## src/rtl/poly_synth_pwm.sv

```systemverilog
// -----------------------------------------------------------------------------
// poly_synth_pwm
//
// Polyphonic square-wave synthesiser core with a PWM DAC back end.
//
// Each of NVOICES voices has a runtime-programmable half-period (in clock
// cycles). A global octave shift divides every half-period by 2^octave. Each
// voice carries an amplitude envelope that either follows its gate instantly
// (gate mode) or ramps one step per prescaler tick (ramp mode). The voices are
// summed by an amplitude mixer. The mixer feeds a PWM DAC whose duty value is
// latched only at frame boundaries, so a frame is never cut short.
//
// Ports:
//   i_clk        system clock, every register updates on the rising edge
//   i_rst_n      asynchronous active-low reset, clears all state at once
//   i_note_en    per-voice gate, active high
//   i_cfg_we     half-period write strobe
//   i_cfg_addr   voice index for the write; indices >= NVOICES are ignored
//   i_cfg_data   half-period value in clock cycles (0 mutes the voice)
//   i_octave     global pitch shift, divides the half-period by 2^octave
//   i_env_mode   0 = gate (instant amplitude), 1 = ramped envelope
//   i_env_rate   envelope prescaler divisor (one tick every env_rate+1 cycles)
//   o_pwm_out    PWM audio output
//   o_mix_out    registered mixer sum, exposed for observability
//   o_active     per-voice flag, high while the voice amplitude is non-zero
//
// All inputs must already be synchronous to i_clk.
// -----------------------------------------------------------------------------
module poly_synth_pwm #(
    parameter int NVOICES   = 5,
    parameter int DIV_W     = 16,
    parameter int AMP_W     = 4,
    parameter int PWM_W     = 8,
    parameter int ENV_DIV_W = 12,
    localparam int ADDR_W   = (NVOICES > 1) ? $clog2(NVOICES) : 1
) (
    input  logic                 i_clk,
    input  logic                 i_rst_n,
    input  logic [NVOICES-1:0]   i_note_en,
    input  logic                 i_cfg_we,
    input  logic [ADDR_W-1:0]    i_cfg_addr,
    input  logic [DIV_W-1:0]     i_cfg_data,
    input  logic [1:0]           i_octave,
    input  logic                 i_env_mode,
    input  logic [ENV_DIV_W-1:0] i_env_rate,
    output logic                 o_pwm_out,
    output logic [PWM_W-1:0]     o_mix_out,
    output logic [NVOICES-1:0]   o_active
);

    localparam logic [AMP_W-1:0] AMP_MAX = '1;

    // -------------------------------------------------------------------------
    // Per-voice state
    // -------------------------------------------------------------------------
    logic [DIV_W-1:0] r_hp   [NVOICES];
    logic [DIV_W-1:0] r_cnt  [NVOICES];
    logic             r_wave [NVOICES];
    logic [AMP_W-1:0] r_amp  [NVOICES];

    // -------------------------------------------------------------------------
    // Envelope prescaler
    // -------------------------------------------------------------------------
    logic [ENV_DIV_W-1:0] r_pre;
    logic                 w_tick;

    // ">=" rather than "==" so that lowering env_rate below the current count
    // produces a tick on the very next cycle instead of a long wrap-around.
    assign w_tick = (r_pre >= i_env_rate);

    always_ff @(posedge i_clk or negedge i_rst_n) begin
        if (!i_rst_n) begin
            r_pre <= '0;
        end else if (w_tick) begin
            r_pre <= '0;
        end else begin
            r_pre <= r_pre + ENV_DIV_W'(1);
        end
    end

    // -------------------------------------------------------------------------
    // Voices: half-period register, tone counter and envelope
    // -------------------------------------------------------------------------
    for (genvar gi = 0; gi < NVOICES; gi++) begin : g_voice
        logic [DIV_W-1:0] w_ehp;
        logic             w_hp_wr;
        logic             w_wrap;

        assign w_ehp = r_hp[gi] >> i_octave;

        // Only addresses below NVOICES can match a voice index, so writes to
        // out-of-range addresses fall through without touching any voice.
        assign w_hp_wr = i_cfg_we && (i_cfg_addr == ADDR_W'(gi));

        // ">=" compare: if the half-period shrinks below the running count
        // (new hp or larger octave), the counter wraps on the next cycle.
        assign w_wrap = (r_cnt[gi] >= (w_ehp - DIV_W'(1)));

        always_ff @(posedge i_clk or negedge i_rst_n) begin
            if (!i_rst_n) begin
                r_hp[gi] <= '0;
            end else if (w_hp_wr) begin
                r_hp[gi] <= i_cfg_data;
            end
        end

        always_ff @(posedge i_clk or negedge i_rst_n) begin
            if (!i_rst_n) begin
                r_cnt[gi]  <= '0;
                r_wave[gi] <= 1'b0;
            end else if (w_ehp == '0) begin
                // Zero effective half-period mutes the voice and parks it at
                // a known phase.
                r_cnt[gi]  <= '0;
                r_wave[gi] <= 1'b0;
            end else if (w_wrap) begin
                r_cnt[gi]  <= '0;
                r_wave[gi] <= ~r_wave[gi];
            end else begin
                r_cnt[gi]  <= r_cnt[gi] + DIV_W'(1);
            end
        end

        always_ff @(posedge i_clk or negedge i_rst_n) begin
            if (!i_rst_n) begin
                r_amp[gi] <= '0;
            end else if (!i_env_mode) begin
                r_amp[gi] <= i_note_en[gi] ? AMP_MAX : '0;
            end else if (w_tick) begin
                // Direction follows the current gate, so a gate change in the
                // middle of a ramp simply reverses from the present level.
                if (i_note_en[gi] && (r_amp[gi] != AMP_MAX)) begin
                    r_amp[gi] <= r_amp[gi] + AMP_W'(1);
                end else if (!i_note_en[gi] && (r_amp[gi] != '0)) begin
                    r_amp[gi] <= r_amp[gi] - AMP_W'(1);
                end
            end
        end

        assign o_active[gi] = (r_amp[gi] != '0);
    end

    // -------------------------------------------------------------------------
    // Mixer: sum of the amplitudes of all voices whose square wave is high.
    // PWM_W is sized so that the full sum cannot overflow.
    // -------------------------------------------------------------------------
    logic [PWM_W-1:0] w_mix_sum;
    logic [PWM_W-1:0] r_mix;

    always_comb begin
        w_mix_sum = '0;
        for (int i = 0; i < NVOICES; i++) begin
            if (r_wave[i]) begin
                w_mix_sum = w_mix_sum + PWM_W'(r_amp[i]);
            end
        end
    end

    always_ff @(posedge i_clk or negedge i_rst_n) begin
        if (!i_rst_n) begin
            r_mix <= '0;
        end else begin
            r_mix <= w_mix_sum;
        end
    end

    assign o_mix_out = r_mix;

    // -------------------------------------------------------------------------
    // PWM DAC
    // -------------------------------------------------------------------------
    logic [PWM_W-1:0] r_pwm_cnt;
    logic [PWM_W-1:0] r_mix_latched;
    logic             r_pwm;

    always_ff @(posedge i_clk or negedge i_rst_n) begin
        if (!i_rst_n) begin
            r_pwm_cnt     <= '0;
            r_mix_latched <= '0;
            r_pwm         <= 1'b0;
        end else begin
            r_pwm_cnt <= r_pwm_cnt + PWM_W'(1);
            // Duty value only changes on the last count of a frame, so the
            // next frame is generated entirely from one value.
            if (&r_pwm_cnt) begin
                r_mix_latched <= r_mix;
            end
            r_pwm <= (r_pwm_cnt < r_mix_latched);
        end
    end

    assign o_pwm_out = r_pwm;

endmodule

```

## config.mk

```make
export PLATFORM = sky130hd
export DESIGN_NAME = poly_synth_pwm
export DESIGN_NICKNAME = d
export VERILOG_FILES = /design/src/rtl/poly_synth_pwm.sv
export SDC_FILE = /design/constraint.sdc
export NUM_CORES = 1
export LEC_CHECK = 0
export ABC_AREA = 1
export CAP_MARGIN = 0
export CORE_MARGIN = 3
export CORE_UTILIZATION = 68
export CTS_CLUSTER_SIZE = 40
export DETAILED_ROUTE_END_ITERATION = 12
export PLACE_DENSITY_LB_ADDON = 0.25
export SLEW_MARGIN = 20
export SYNTH_ARGS = -nofsm -noshare
export SYNTH_HDL_FRONTEND = slang
export SYNTH_SLANG_ARGS = --single-unit
```

## constraint.sdc

```tcl
create_clock -name i_clk -period 9.6 [get_ports i_clk]
set_input_delay 1.92 -clock i_clk [delete_from_list [all_inputs] [get_ports i_clk]]
set_output_delay 1.92 -clock i_clk [all_outputs]
set_load 0.05 [all_outputs]
```

* Word level (Yosys, flattened, before mapping)
Index checks and enable logic that the tools add are counted.
Operators by class: add/sub/neg operators 26, multiply operators 0, divide/modulo/power cells 0, order comparisons 7, eq/ne operators 15, shift-type cells 5, mux-type cells 51, bitwise logic cells 5, reductions and logical operators 42
Operator list (number):
- $mux 16 | 10
- $mux 4 | 26
- $add 16x1->16 const B | 5
- $ge 16x16->1 | 5
- $logic_not 16->1 | 5
- $shr 16x2->16 | 5
- $sub 16x1->16 const B | 5
- $add 8x4->8 | 4
- $mux 8 | 4
- $add 4x1->4 const B | 5
- $ne 4x4->1 const B | 5
- $reduce_bool 4->1 | 5
- $sub 4x1->4 const B | 5
- $logic_and 1x1->1 | 15
- $ne 3x1->1 const B | 5
- $add 12x1->12 const B | 1
- $ge 12x12->1 | 1
- $mux 12 | 1
- $mux 1 | 10
- $reduce_and 2->1 | 5
- $reduce_bool 2->1 | 5
- $add 8x1->8 const B | 1
- $lt 8x8->1 | 1
- $reduce_and 8->1 | 1
- 7 further kinds | 16
Word-level totals: bits in registers 222, bits in latches 0, bits in writable memories 0, bits in read-only memories 0, input bits 42, output and inout port bits 14, memories kept 0

* Depth between registers and ports, before layout
Gate-level depths: netlist of run 1.
word-level depth 9, depth in mapped cells 28

* Worst setup path before layout of run 1
OpenSTA, ideal clock, no wires.
kind in2reg, start point in i_octave[0], end point reg r_cnt[38] (netlist bit), library setup time 0.121 ns, arrival 4.756 ns, setup slack 4.724 ns, cell stages on the path 26, path buffers 5, cell sequence buf_6 > inv_4 > buf_6 > buf_6 > buf_6 > nor2_1 > nor2_1 > nand2_1 > o21ai_1 > inv_1 > ha_1 > inv_1 > nor2_2 > nand2_1 > nor2_1 > nand2_1 > xor2_1 > ha_1 > nand2_1 > nor3_1 > nand3_1 > nand3_1 > inv_1 > nand2_2 > buf_6 > nor2_2
Between the ends: cells in the longest elaborated chain, start to end 5, elaborated cells on any way between the ends 6, classes of those cells add/sub: 1; order compare: 1; shift: 1; mux: 2; reduce/logical: 1
RTL lines:
- start, declared | line 43 | input logic [1:0] i_octave,
- $shr 16x2->16 (*) | line 89 | assign w_ehp = r_hp[gi] >> i_octave;
- $sub 16x1->16 | line 97 | assign w_wrap = (r_cnt[gi] >= (w_ehp - DIV_W'(1)));
- $ge 16x16->1 | line 97
- $mux 16 | line 116 | end else if (w_wrap) begin
- $mux 16 (*) | line 111 | end else if (w_ehp == '0) begin
- end signal, assigned by index | line 120 | r_cnt[gi] <= r_cnt[gi] + DIV_W'(1);
- end, declared | line 57 | logic [DIV_W-1:0] r_cnt [NVOICES];
Every way passes the cells marked *; elsewhere a longest branch is shown, timed or not. A chain may end at the register's enable or synchronous reset.

* Final worst setup path of run 1
start point in i_octave[1], end point reg r_cnt[34] (netlist bit)
The elaborated chain is that of the path after synthesis.

==> summary.txt, run 1 <==
Timing
  – Final worst slack: 3.86 ns
  – Clock skew: about 0.014 ns
  – Worst hold-check slack: ~0.48 ns
  – TNS Setup: 0 ns
  – Final setup viols: 0
  – Endpoints failing hold: 0
  – Fmax: roughly 170 MHz
  – Crit path time final: roughly 5.7 ns
  – RSZ-0062 raised after global routing: no
  – Slew headroom: between 20% and 30%
  – Fin. max-slew vios: 0
  – Final worst path period share: 59.8%
  – Measured slew at the worst slew-check pin: around 1.1 ns

Power
  – P_leak: 9.10 nW
  – VDD IR max: between 0.15 and 0.2 mV
  – Power per Cell Area: about 250 mW/mm²

Global route
  – Global route overflow: 0
  – Met2 Usage GRT: between 40% and 50%
  – Pin count of the biggest net entering global routing: between 100 and 150
  – Met1 usage: 37.7%
  – Vias in the first global route: about 14000
  – First-pass GRT wire length: 62900 µm
  – Busiest grt layer: met2
  – Antenna violations before repair: 0
  – Total track usage: about 28%
  – Met3 usage: a little over 3%

Clock network
  – Clk buf depth: 3
  – Post-CTS Setup Bufs: 0
  – Cts repair resizes: 0
  – Reg clk slew, reported paths: roughly 0.06 ns
  – Num CTS Buffers: 25
  – CTS sink cnt: between 200 and 250
  – Htree depth: 1
  – Clk root buf: clkbuf_16
  – Worst-skew pair later-pin latency: about 0.53 ns
  – CTS tree: built
  – Hold buffer count at cts: 0

Route
  – Post-route ant nets: 0
  – Routed vias/inst: about 5.5
  – WL final: between 30000 and 40000 µm
  – Pre-antenna DRT Iters: 7
  – Via count: roughly 14000
  – DRC: 0
  – Iter 0 DRT Violations: ~1300
  – WL per Instance: 13.8 µm

Outcome
  – Outcome: complete, no violations

Yosys
  – Warnings from Yosys: 0
  – Largest family of logic cells by synthesized area: simple AND/OR/NAND/NOR gates
  – Compound-gate portion of the synthesized area: 11.4%
  – Share of the synthesized area in the top cell type: 33.6%
  – Mapped Nets: ~2400
  – Synth Area in Simple Gates: between 20% and 30%
  – Synth Area in Adders: between 10% and 20%
  – Cell variety after synth: 48
  – Syn Inst Count: about 2200
  – Mux share of post-synthesis cell area: less than 1%
  – Leading area contributor after synthesis: dfrtp_1
  – Area contributors post-synth: dfrtp_1 (34%), nand2_1 (14%), ha_1 (10%)
  – Area of the mapped netlist: 0.0165 mm²
  – Sequential share of the synthesized area: approximately a third
  – Count leader, synth: nand2_1
  – Number of synthesized register bits: around 220
  – Synth Area in XOR/XNOR: 7.27%
  – Synth async-reset ratio: between 90% and 100%
  – Post-synth top flop: dfrtp_1
  – Top cells by count, synth: nand2_1 (624), dfrtp_1 (222), inv_1 (222), nor2_1 (219), o21ai_0 (149)
  – Number of synthesized flops with an enable pin: 0
  – Avg Cell Area, Syn: roughly 7.3 µm²

Placement
  – PortBufs: 55
  – Detailed-placement wirelength estimate: 26100 µm
  – Gpl congestion: slightly below 0.9
  – Pre-CTS setup slack: between 3 and 4 ns

Floorplanning
  – Row count: between 50 and 60
  – Die height: 162 µm
  – Num ports: between 50 and 60
  – Core Area: ~0.024 mm²
  – Die area: ~0.026 mm²
  – Die Wd: ~160 µm
  – Initial Util: around 70%

Worst setup path
  – Worst setup EP type: register
  – Cell depth of the worst flop-to-flop path: 22
  – Worst-path fanout max: 76
  – CP Launch Type: input port
  – R2R Setup Slk: 4.92 ns
  – CP Data Required Time: 10.00 ns
  – Critical path class: in2reg
  – Arrival time at the worst endpoint: a little over 6 ns

Layout
  – Final net count: 2461
  – FF+latch area: around 0.0056 mm²
  – Area of the multi-input gates: 0.00972 mm²
  – Final Util: between 70 and 80%
  – Fillcell total: 1788
  – N_diodes: 0
  – Area delta synth->final: 8.79%
  – Layout cell share with drive strength beyond 1: under 10%

Job
  – Max-Cap Viols: 0

Worst hold path
  – Hold path depth: 1
  – Worst min path class: reg2reg
==> state kept, by name, summed over array words and instances (netlist names) <==
| register | cells |
|---|---|
| r_cnt | 80 |
| r_hp | 80 |
| r_amp | 20 |
| r_pre | 12 |
| o_mix_out | 8 |
| r_mix_latched | 8 |
| r_pwm_cnt | 8 |
| r_wave | 5 |
| o_pwm_out | 1 |
==> layout by cell type, fill, tap and decap left out, types with 3 or more instances in the layout <==
cell type          n
nand2_1          624
inv_1            222
dfrtp_1          222
nor2_1           219
o21ai_0          149
ha_1             136
nand3_1          130
xor2_1            91
a21oi_1           74
o21ai_1           69
clkdlybuf4s50_1   52
xnor2_1           46
nand4_1           33
nor3_1            33
o21ai_2           28
nor2_2            26
clkbuf_16         25
fa_1               9
a21o_1             8
nand3b_1           6
or2_2              6
buf_4              6
nand2_2            5
o21a_1             5
nor3b_1            5
o211ai_1           4
and2_1             4
clkinv_2           4
bufinv_16          4
clkbuf_1           4
and3_1             3
nor2_4             3
nor3_2             3
nand2_4            3
a31oi_1            3
inv_6              3
clkinvlp_4         3
==> final timing paths <==
check	to	from
setup / recovery	r_cnt[34]$_DFF_PN0_	i_octave[1]
hold / removal	r_pwm_cnt[0]$_DFF_PN0_	r_pwm_cnt[0]$_DFF_PN0_
setup reg to reg	o_mix_out[5]$_DFF_PN0_	r_wave[4]$_DFFE_PN0P_
hold reg to reg	r_pwm_cnt[0]$_DFF_PN0_	r_pwm_cnt[0]$_DFF_PN0_
max in group asynchronous	r_hp[52]$_DFFE_PN0P_	i_rst_n
min in group asynchronous	r_cnt[2]$_DFF_PN0_	i_rst_n
==> where the power goes <==
group          switching [mW]  internal [mW]
registers               0.270           1.16
logic                    1.20          0.775
clock network           0.398          0.604
total                    1.86           2.54
==> cell families after synthesis <==
family,count (synthesis)
AOI/OAI and AO/OA,343
and+or+nand+nor,1112
buffers and inverters,287
adders and majority gates,145
other,1
DFF,222
xor gates and xnor gates,137
muxes,1
==> metal layers <==
layer	share of wire (%)	vias to the layer above
met5	0	-
met4	2.1	0
met3	4.8	60
met2	48	350
met1	45	6701
li1	-	7349
==> critical path: stages <==
cell and delay, ns:
buf_2 0.08, buf_4 0.61, inv_2 0.47, buf_4 0.40, nand2_1 0.13, o21ai_1 0.12
inv_1 0.12, ha_1 0.19, inv_1 0.07, nor2_2 0.18, nand2_1 0.11, nor2_1 0.16
nand2_1 0.09, xor2_1 0.15, ha_1 0.28, nand2_1 0.07, nor3_1 0.23, nand3_1 0.10
nand3_1 0.12, inv_1 0.07, nand2_2 0.33, nor2_1 0.08
==> area by class of cell <==
cell class,count,area share (%)
clock buffers,31,3.72
inverters,225,4.71
well taps,319,2.22
flip-flops and latches,222,30.9
repair buffers,61,3.29
clock inverters,14,1.05
multi-input cells,1739,54.1
==> metrics by stage <==
step | std cells | power, mW | instance area (µm²)
final | 2611 | 4.40 | 18000
after global routing | 2611 | 4.82 | 18000
after CTS | 2611 | 4.41 | 18000
after detailed placement | 2566 | 3.38 | 17100
after global placement | 2566 | 3.27 | 17100
after floorplan | 2248 | 2.91 | 16500
(Power assumes the default switching activity.)
==> run 2: changes to the inputs <==
CORE_UTILIZATION = 63   (was 68)
clock period = 5.49 ns   (was 9.6 ns; I/O delays follow)
==> summary.txt, run 2 (synthesized netlist as in run 1, its figures left out) <==
Worst setup path
  – CP Depth: 20 (-9.1%)
  – Slowest stage delay, CP: 0.56 ns (-0.05 ns)
  – Cell depth of the worst flop-to-flop path: 20 (-9.1%)
  – CP Launch Type: register
  – Worst setup EP type: register
  – CP Data Required Time: 5.91 ns (-4.09 ns)
  – Worst-path fanout max: 7 (-91%)
  – Critical path class: reg2reg
  – Arrival time at the worst endpoint: 4.98 ns (-1.16 ns)
  – Most used cell, CP: inv_1
  – Critical path buffer and inverter count: 4 (-3)
  – Critical path's top delay family: adder cells
  – CP Cell Sequence: nand2_1 -> inv_1 -> ha_1 -> inv_1 -> fa_1 -> o21ai_0 -> fa_1 -> inv_1 -> o21ai_0 -> inv_1 -> fa_1 -> o21ai_0 -> ha_1 -> a21oi_1 -> nand2_1 -> nand2_1 -> a21oi_1 -> nand3_1 -> nor2_1 -> nor2_1
  – Slowest stage cell, crit path: fa_1

Power
  – P_leak: 9.13 nW (+0.36%)
  – Power per Cell Area: 428 mW/mm² (+74%)
  – VDD IR max: 0.288 mV (+72%)

Route
  – DRC: 0 (unchanged)
  – WL final: 36000 µm (about the same)
  – Routed vias/inst: 5.51 (-0.53%)
  – WL per Instance: 13.7 µm (-0.61%)
  – Post-route ant nets: 0 (unchanged)
  – Pre-antenna DRT Iters: 6 (-1)
  – Via count: 14500 (unchanged)
  – Iter 0 DRT Violations: 1154 (-9.0%)

Timing
  – Measured slew at the worst slew-check pin: 1.02 ns (-0.0358 ns)
  – Fin. max-slew vios: 0 (unchanged)
  – Final worst path period share: just over 80%
  – Final worst slack: 0.932 ns (-2.93 ns)
  – RSZ-0062 raised after global routing: no
  – Worst hold-check slack: 0.479 ns (+0.00269 ns)
  – TNS Setup: 0 ns (unchanged)
  – Clock skew: 0.0185 ns (+0.00472 ns)
  – Final setup viols: 0 (unchanged)
  – Slew headroom: 32.1% (+2.4 points)
  – Fmax: ~220 MHz
  – Crit path time final: between 4 and 5 ns
  – Endpoints failing hold: 0 (unchanged)

Layout
  – Largest regs: r_cnt: 80 flops, r_hp: 80 flops, r_amp: 20 flops
  – Area of the multi-input gates: 0.00972 mm² (unchanged)
  – N_diodes: 0 (unchanged)
  – Commonest non-fill, non-tap cell in the layout: nand2_1
  – Final net count: 2463 (+0.081%)
  – Commonest cells after routing, fill and taps aside: nand2_1 (624), inv_1 (222), dfrtp_1 (222)
  – Fillcell total: 2046 (+14%)
  – Layout cell share with drive strength beyond 1: 5.88% (+0.080 points)
  – Area delta synth->final: 9.24%
  – Final Util: 70.8% (-5.0 points)
  – FF+latch area: 0.00556 mm² (unchanged)

Global route
  – First-pass GRT wire length: 62500 µm (-0.55%)
  – Global route overflow: 0 (unchanged)
  – Total track usage: 25.7% (-2.4 points)
  – Vias in the first global route: 13800 (-1.1%)
  – Antenna violations before repair: 0 (unchanged)
  – Pin count of the biggest net entering global routing: 133 (+21%)

Floorplanning
  – Die height: 168 µm (+3.7%)
  – Num ports: 56 (unchanged)
  – Die Wd: 168 µm (+3.7%)
  – Die area: 0.0282 mm² (+7.6%)
  – Core Area: 0.0255 mm² (+7.6%)
  – Initial Util: 64.8% (-4.9 points)
  – Row count: 58 (+3.6%)

Clock network
  – Cts repair resizes: 0 (unchanged)
  – Reg clk slew, reported paths: 0.06 ns (about the same)
  – Hold buffer count at cts: 0 (unchanged)
  – Num CTS Buffers: 26 (+4.0%)
  – Worst-skew pair later-pin latency: 0.54 ns (about the same)
  – Clk root buf: clkbuf_16
  – Post-CTS Setup Bufs: 0 (unchanged)
  – Htree depth: 1 (unchanged)
  – CTS sink cnt: 222 (unchanged)
  – Clk buf depth: 3 (unchanged)
  – CTS tree: built

Job
  – Max-Cap Viols: 0 (unchanged)

Placement
  – PortBufs: 55 (unchanged)
  – Pre-CTS setup slack: 0.799 ns (-2.55 ns)
  – Detailed-placement wirelength estimate: 26200 µm (+0.25%)
  – Gpl congestion: 0.891 (about the same)

Worst hold path
  – Worst min path class: reg2reg
  – Hold path depth: 1 (unchanged)

Outcome
  – Outcome: complete, no violations
[run 2: worst register-to-register path, stage by stage (launching register included)]
cell     delay [ns]
dfrtp_1        0.55
nand2_1        0.12
inv_1          0.07
ha_1           0.16
inv_1          0.05
fa_1           0.47
o21ai_0        0.19
fa_1           0.56
inv_1          0.03
o21ai_0        0.32
inv_1          0.11
fa_1           0.45
o21ai_0        0.44
ha_1           0.25
a21oi_1        0.08
nand2_1        0.06
nand2_1        0.06
a21oi_1        0.20
nand3_1        0.11
nor2_1         0.12
nor2_1         0.06
[run 2: layout make-up]
type	instances	area share (%)
flip-flops and latches	222	30.8
inverters	225	4.70
clock buffers	37	4.23
well taps	330	2.29
repair buffers	62	3.38
multi-input cells	1739	53.9
clock inverters	10	0.742
[run 2: power by group]
part | total (mW) | switching, mW | internal, mW
combinational | 3.41 | 2.06 | 1.35
clock | 1.80 | 0.694 | 1.11
sequential | 2.50 | 0.476 | 2.03
[run 2: path summary, 6_finish.rpt]
path                                           to                   start  slack [ns]
max                        o_mix_out[5]$_DFF_PN0_   r_wave[4]$_DFFE_PN0P_        0.93
min                        r_pwm_cnt[0]$_DFF_PN0_  r_pwm_cnt[0]$_DFF_PN0_        0.48
max reg2reg                o_mix_out[5]$_DFF_PN0_   r_wave[4]$_DFFE_PN0P_        0.93
min reg2reg                r_pwm_cnt[0]$_DFF_PN0_  r_pwm_cnt[0]$_DFF_PN0_        0.48
max in group asynchronous   r_amp[17]$_DFFE_PN0P_                 i_rst_n        3.80
min in group asynchronous      r_cnt[2]$_DFF_PN0_                 i_rst_n        0.53
[run 2: per-layer routing]
layer  wire length (µm)  global-route usage (%)  vias up
met2              16700                    43.9      350
met4               1080                    8.11        0
met1              16500                    34.8     6670
li1                   -                       -     7360
met3               1780                    2.49       80
met5                  0                       0        -
[run 2: stage by stage]
| step | cell area (µm²) | power, mW | instances |
|---|---|---|---|
| global route | 18000 | 8.46 | 2625 |
| finish | 18000 | 7.71 | 2625 |
| detailed placement | 17100 | 5.90 | 2578 |
| global placement | 17100 | 5.72 | 2578 |
| floorplan | 16500 | 5.09 | 2248 |
| CTS | 18000 | 7.74 | 2625 |
